## config.mk

```make
export PLATFORM = sky130hd
export DESIGN_NAME = serial_parity_rx
export DESIGN_NICKNAME = d
export VERILOG_FILES = /design/src/rtl/serial_parity_rx.sv
export SDC_FILE = /design/constraint.sdc
export NUM_CORES = 1
export LEC_CHECK = 0
export CAP_MARGIN = 20
export CELL_PAD_IN_SITES_DETAIL_PLACEMENT = 0
export CELL_PAD_IN_SITES_GLOBAL_PLACEMENT = 2
export CORE_MARGIN = 10
export CORE_UTILIZATION = 31
export CTS_BUF_LIST = sky130_fd_sc_hd__clkbuf_2
export DETAILED_ROUTE_END_ITERATION = 12
export PLACE_DENSITY_LB_ADDON = 0.3
export SYNTH_ARGS = -nofsm -noshare
export SYNTH_HDL_FRONTEND = slang
export SYNTH_SLANG_ARGS = --single-unit
```

## constraint.sdc

```tcl
create_clock -name clk -period 1.35 [get_ports clk]
set_clock_uncertainty 0.1 [all_clocks]
set_input_delay 0.135 -clock clk [delete_from_list [all_inputs] [get_ports clk]]
set_output_delay 0.135 -clock clk [all_outputs]
set_load 0.05 [all_outputs]
```

## src/rtl/serial_parity_rx.sv

```systemverilog
// -----------------------------------------------------------------------------
// serial_parity_rx
//   Receive end of the XOR-parity serial link. A frame on the line is
//     start(0) | DATA_W data bits, LSB first | parity bit | stop(1)
//   Only bits qualified by bit_valid are consumed. Parity is tracked with a
//   running XOR across the data bits and the parity bit. A good stop bit
//   publishes the word with a one-cycle data_valid pulse. parity_err is
//   raised alongside data_valid when the XOR does not match PARITY_ODD. A bad
//   stop bit raises frame_err alone and leaves data_out untouched.
//
// Parameters
//   DATA_W      data bits per frame (1..16)
//   PARITY_ODD  0: XOR(data, parity) must be 0; 1: it must be 1
//
// Ports
//   clk         rising-edge clock
//   rst_n       synchronous active-low reset
//   bit_valid   serial_in carries a bit to accept this cycle
//   serial_in   serial line, idles high
//   data_out    last correctly framed word, held between frames
//   data_valid  one-cycle pulse, data_out updated
//   parity_err  one-cycle pulse with data_valid on parity mismatch
//   frame_err   one-cycle pulse when the stop bit was 0
//   busy        frame in progress
// -----------------------------------------------------------------------------
module serial_parity_rx #(
  parameter int DATA_W     = 8,
  parameter bit PARITY_ODD = 1'b0
) (
  input  logic              clk,
  input  logic              rst_n,
  input  logic              bit_valid,
  input  logic              serial_in,
  output logic [DATA_W-1:0] data_out,
  output logic              data_valid,
  output logic              parity_err,
  output logic              frame_err,
  output logic              busy
);

  // The counter only has to reach DATA_W-1; the last data bit is detected by
  // comparison, not by overflow.
  localparam int CNT_W = (DATA_W < 2) ? 1 : $clog2(DATA_W);
  localparam logic [CNT_W-1:0] LAST_BIT = CNT_W'(DATA_W - 1);

  typedef enum logic [1:0] {
    IDLE   = 2'd0,
    DATA   = 2'd1,
    PARITY = 2'd2,
    STOP   = 2'd3
  } state_t;

  state_t            state_q, state_d;
  logic [CNT_W-1:0]  cnt_q,   cnt_d;
  logic [DATA_W-1:0] shift_q, shift_d;
  logic              par_q,   par_d;
  logic [DATA_W-1:0] dout_q,  dout_d;
  logic              dv_q,    dv_d;
  logic              pe_q,    pe_d;
  logic              fe_q,    fe_d;

  // New bit enters at the MSB and everything moves toward bit 0, so after
  // DATA_W shifts the first (LSB-first) bit sits in bit 0. Written as a loop
  // so DATA_W=1 needs no special-cased slice.
  function automatic logic [DATA_W-1:0] shift_in(input logic [DATA_W-1:0] cur,
                                                 input logic              b);
    logic [DATA_W-1:0] r;
    for (int i = 0; i < DATA_W - 1; i++) begin
      r[i] = cur[i+1];
    end
    r[DATA_W-1] = b;
    return r;
  endfunction

  function automatic logic parity_fail(input logic acc);
    return acc != PARITY_ODD;
  endfunction

  // Next-state and output decode. Nothing advances without bit_valid, and the
  // pulse flags default low so they last exactly one cycle.
  always_comb begin
    state_d = state_q;
    cnt_d   = cnt_q;
    shift_d = shift_q;
    par_d   = par_q;
    dout_d  = dout_q;
    dv_d    = 1'b0;
    pe_d    = 1'b0;
    fe_d    = 1'b0;

    if (bit_valid) begin
      unique case (state_q)
        IDLE: begin
          if (!serial_in) begin
            state_d = DATA;
            cnt_d   = '0;
            shift_d = '0;
            par_d   = 1'b0;
          end
        end
        DATA: begin
          shift_d = shift_in(shift_q, serial_in);
          par_d   = par_q ^ serial_in;
          if (cnt_q == LAST_BIT) begin
            state_d = PARITY;
            cnt_d   = '0;
          end else begin
            cnt_d   = cnt_q + 1'b1;
          end
        end
        PARITY: begin
          par_d   = par_q ^ serial_in;
          state_d = STOP;
        end
        STOP: begin
          // A zero stop bit returns to IDLE but is not taken as a start bit.
          state_d = IDLE;
          if (serial_in) begin
            dout_d = shift_q;
            dv_d   = 1'b1;
            pe_d   = parity_fail(par_q);
          end else begin
            fe_d   = 1'b1;
          end
        end
        default: state_d = IDLE;
      endcase
    end
  end

  always_ff @(posedge clk) begin
    if (!rst_n) begin
      state_q <= IDLE;
      cnt_q   <= '0;
      shift_q <= '0;
      par_q   <= 1'b0;
      dout_q  <= '0;
      dv_q    <= 1'b0;
      pe_q    <= 1'b0;
      fe_q    <= 1'b0;
    end else begin
      state_q <= state_d;
      cnt_q   <= cnt_d;
      shift_q <= shift_d;
      par_q   <= par_d;
      dout_q  <= dout_d;
      dv_q    <= dv_d;
      pe_q    <= pe_d;
      fe_q    <= fe_d;
    end
  end

  assign data_out   = dout_q;
  assign data_valid = dv_q;
  assign parity_err = pe_q;
  assign frame_err  = fe_q;
  assign busy       = (state_q != IDLE);

endmodule

```

# Word-level counts from Yosys, hierarchy flattened
# Cells that the tools add are included.
# classes
div,0
order_cmp,0
bitwise,1
n_addsub,1
reduce_logical,10
shifts,0
n_mul,0
n_mux,12
n_eq_ne,6
# op_table
operator,count
$pmux 8 s2,1
$reduce_and 3->1,4
$mux 8,1
$pmux 2 s4,1
$mux 3,2
$pmux 3 s2,1
$reduce_bool 2->1,3
$eq 2x2->1 const B,2
$mux 2,2
$ne 2x2->1 const B,2
$add 3x1->3 const B,1
$eq 3x3->1 const B,1
$mux 1,3
$eq 2x1->1 const B,1
$logic_not 2->1,1
$pmux 1 s2,1
$reduce_and 2->1,1
$reduce_or 2->1,1
$xor 1x1->1,1
# word_totals
latch_bits,0
register_bits,25
ramBits,0
wordCells,38
mem_count,0
input_bits,4
mem_bits_ro,0
out_inout_bits,12

# Depth between registers and ports, before layout
# depth
ltp_word,4
mapped_depth,6

# Worst setup path after synthesis
# OpenSTA, ideal clock, no wires.
# synth_path
path_kind,flip-flop to flip-flop
start,register state_q[0]
end,register cnt_q[2]
stages_incl_launch_ff,7
path_slack_ns,-0.106
path_buffers,1
arrival_ns,1.297
synth_period_minus_slack_ns,1.456
required_time_ns,1.191
cell_sequence,dfxtp_1 inv_1 ha_1 or2_1 a21boi_2 buf_4 a22o_1
# synth_between
elab_chain_len,3
# synth_lines
element,line_no,text
start: declaration,53,"state_t state_q, state_d;"
start signal: assignment,142,state_q <= state_d;
$eq 2x1->1 / $logic_not 2->1 (equally long branches),92,unique case (state_q)
$reduce_bool 2->1 (no line) / $ne 2x2->1 (equally long branches),-,
$reduce_and 3->1 (no line),-,
end signal: assignment,143,cnt_q <= cnt_d;
end: declaration,54,"logic [CNT_W-1:0] cnt_q, cnt_d;"
# Parallel ways exist; a longest one is shown, timed or not.
# A chain may end at the register's enable or synchronous reset.

# Worst setup path after layout
# layout_path
start,register state_q[0]
end,output busy
# layout_between
elab_chain_len,1
# layout_lines
element,line_no,text
$reduce_bool 2->1,157,assign busy = (state_q != IDLE);
end: declaration,38,output logic busy
# No other way between the ends.

==> impl_results.md <==
* Status: complete, but fails checks
* Failing checks: negative setup slack
* Ys async rst share at 0%
* Post-synth top area share at 49.0%
* Yosys top cell by area: dfxtp_1
* Clk slew on worst S/H paths at 0.25 ns
* Synth top cells by count: dfxtp_1 (25), nand2_1 (21), a22o_1 (11)
* Worst Min Path Start: shift_q[3]
* H-tree Lvls at 1
* FF+latch count, synth at 25
* DP HPWL at 1.72 mm
* Root Buffer: clkbuf_2
* Mapped Avg Cell Area at 10.2 µm²
* VDD IR-drop max at 0.000350 V
* Vias/cell at 4.72
* Count of input and output buffers at 15
* Routed wire per std cell at 13.8 µm
* Worst-path fanout max at 4
* First-pass GRT wire length at 3.95 mm
* Synthesized net count at 112
* Die footprint at 5990 µm²
* Hold_buf cts at 0
* Synth Area in XOR/XNOR at 0%
* Arr. time, crit path at 1.27 ns
* Unrepaired setup endpoints after global routing: yes
* Syn-to-layout area delta at 56.9%
* P_leak at 0.640 nW
* Synth unique cells at 23
* WHS Endpoint: data_out[3]
* Final worst-path cycle share at 112%
* Site row count at 20
* Post-synthesis cell count at 100
* Compound-Gate Fraction of Synth Area at 21.0%
* DR top layer: met4
* Max transition margin at 75.0%
* Post-synthesis mux area share at 0.980%
* Length of routed wiring on met1 at 1.08 mm
* R2R cell count at 5
* Routed met3 length at 150 µm
* Kind of critical path: reg -> out
* Worst R2R Start: state_q[0]
* Hold Crit Depth at 2
* Top cells by area, synth: dfxtp_1 (49%), ha_1 (9.8%), a22o_1 (9.4%), nand2_1 (7.7%), a21boi_0 (5.9%)
* Largest net degree at the start of global routing at 16
* Die Y-Extent at 77.4 µm
* Main combinational cell family by area after synthesis: compound AO/OA/AOI/OAI gates
* Placement Cell Area at 1450 µm²
* Final setup viols at 13
* Simple-Gate Fraction of Synth Area at 14.8%
* Most frequent cell after synthesis: dfxtp_1
* Post-Route WL at 2.48 mm
* CTS Buffer Depth at 2
* 1st-iter DRT viols at 22
* Initial Util at 32.9%
* Vias post-DR at 844
* Reg-to-Reg End: shift_q[5]
* Post-layout nets at 148
* # IOs at 16
* Highest clock rate at 664 MHz
* Final hold violation count at 0
* CTS sink count at 25
* Worst setup EP type: output pin
* Met2 wire len at 1.23 mm
* Setup slack after layout at -0.156 ns
* Grt total ovfl at 0
* Setup slack, reg-to-reg at -0.13 ns
* Fillers at 309
* Total power at 1.35 mW
* CTS tree: done
* Worst hold slack at 0.398 ns
* Inserted Diodes at 0
* Die X at 77.4 µm
* Finished Cell Area at 1600 µm²
* Max cap viols at 0
* Synth Warn # at 0
* Post-route ant nets at 0
* Synthesized cell area at 1020 µm²
* Hold Crit Class: reg -> reg
* Initial antenna violation count at 0
* Number of global-route vias before repair at 833
* Post-Synth Adder-Cell Area at 9.80%
* CP required at 1.12 ns
* Placer Congestion at 0.692
* Sequential area share after synthesis at 49.0%
* Pre-CTS setup slack at -0.292 ns
* Final min period at 1.51 ns
* Core box area at 3100 µm²
* Setup crit start kind: flop
* Post-synth EDFFs at 0
* Num CTS Buffers at 3
* Fin. max-slew vios at 0
* DR DRC count at 0
* Layout cells sized above 1 at 40.7%
* Worst slew pin tran at 0.373 ns
* First drt pass iteration count at 4
* PD cells at 842 nW/µm²
* Top FF cell, synth: dfxtp_1
* Total GRT Usage at 8.04%
* Clock Latency Late Sink at 0.35 ns
* Final core utilization at 51.6%
registers in the layout (all words and copies together) (netlist names):
name        cells
data_valid      1
frame_err       1
par_q           1
parity_err      1
cnt_q           3
state_q         2
shift_q         8
data_out        8
worst max-delay path, stage by stage, from the launching register on:
cell and delay (ns):
dfxtp_2 0.41, inv_2 0.05, ha_4 0.17, buf_6 0.12, inv_4 0.04, buf_12 0.12
cell type report:
| class | instances | area (µm²) | area share (%) |
|---|---|---|---|
| Inverter | 4 | 17.5 | 1.09 |
| Clock inverter | 1 | 7.51 | 0.469 |
| Timing Repair Buffer | 33 | 413 | 25.8 |
| Multi-Input combinational cell | 69 | 589 | 36.8 |
| Sequential cell | 25 | 504 | 31.5 |
| Tap cell | 44 | 55.1 | 3.44 |
| Clock buffer | 3 | 15.0 | 0.937 |
logic make-up (layout without fill, tap and decap cells):
kind of cell / Yosys count / in the layout
and+or+nand+nor: 33 / 34
buffers and inverters: 8 / 41
muxes: 1 / 1
DFF: 25 / 25
AOI/OAI and AO/OA: 25 / 26
adders and majority gates: 8 / 8
how the worst max path moves through the flow:
stage | end | from | depth (start not counted)
after global placement | cnt_q[0] | serial_in | 4
final | busy | state_q[0] | 5
after global routing | busy | state_q[0] | 5
after detailed placement | cnt_q[0] | serial_in | 4
after floorplan | cnt_q[2] | state_q[1] | 6
after CTS | busy | state_q[0] | 5
layout by cell type, fill, tap and decap left out:
master / instances
nand2_1: 20
mux2i_1: 1
buf_6: 2
a21boi_0: 3
nand3_2: 1
dfxtp_1: 22
nand2b_4: 1
a22o_1: 11
o311a_1: 1
ha_2: 1
dfxtp_2: 3
and2_1: 1
nand2_4: 1
and3_2: 1
nor2_1: 3
and3_4: 2
inv_1: 1
inv_2: 2
buf_12: 12
clkbuf_2: 3
o211a_1: 1
clkdlybuf4s50_1: 3
or2_1: 1
a21boi_2: 1
buf_4: 16
a21o_1: 1
inv_4: 1
and4_4: 1
a21boi_4: 2
nand3_1: 1
a21boi_1: 5
nor2b_1: 1
clkinvlp_4: 1
ha_1: 3
ha_4: 4
o211ai_1: 1
power breakdown:
part	internal, mW	switching (mW)
sequential	0.753	0.00911
combinational	0.146	0.134
clock	0.0687	0.239
routing by layer:
layer  global-route usage [%]  vias to the layer above
li1                         -                      422
met1                     9.56                      397
met2                     13.0                       23
met3                     2.65                        2
met4                     3.28                        0
met5                        0                        -
what timing repair did:
| action | 4_1_cts | 5_1_grt |
|---|---|---|
| gates resized for setup | 12 | 12 |
| pin swaps | 2 | 4 |
| cloned | 1 | 1 |
| endpoints found under the setup margin | 23 | 20 |
| setup buffers | 1 | 2 |
| hold endpoints to repair | 0 | 0 |
through the flow:
stage	setup TNS, ns	std cells
3_3_place_gp	-4.09	170
4_1_cts	-1.63	176
2_1_floorplan	0	100
5_1_grt	-2.17	179
3_5_place_dp	-4.96	170
6_report	-1.37	179
Note: power is estimated with default switching activity, not from simulation.
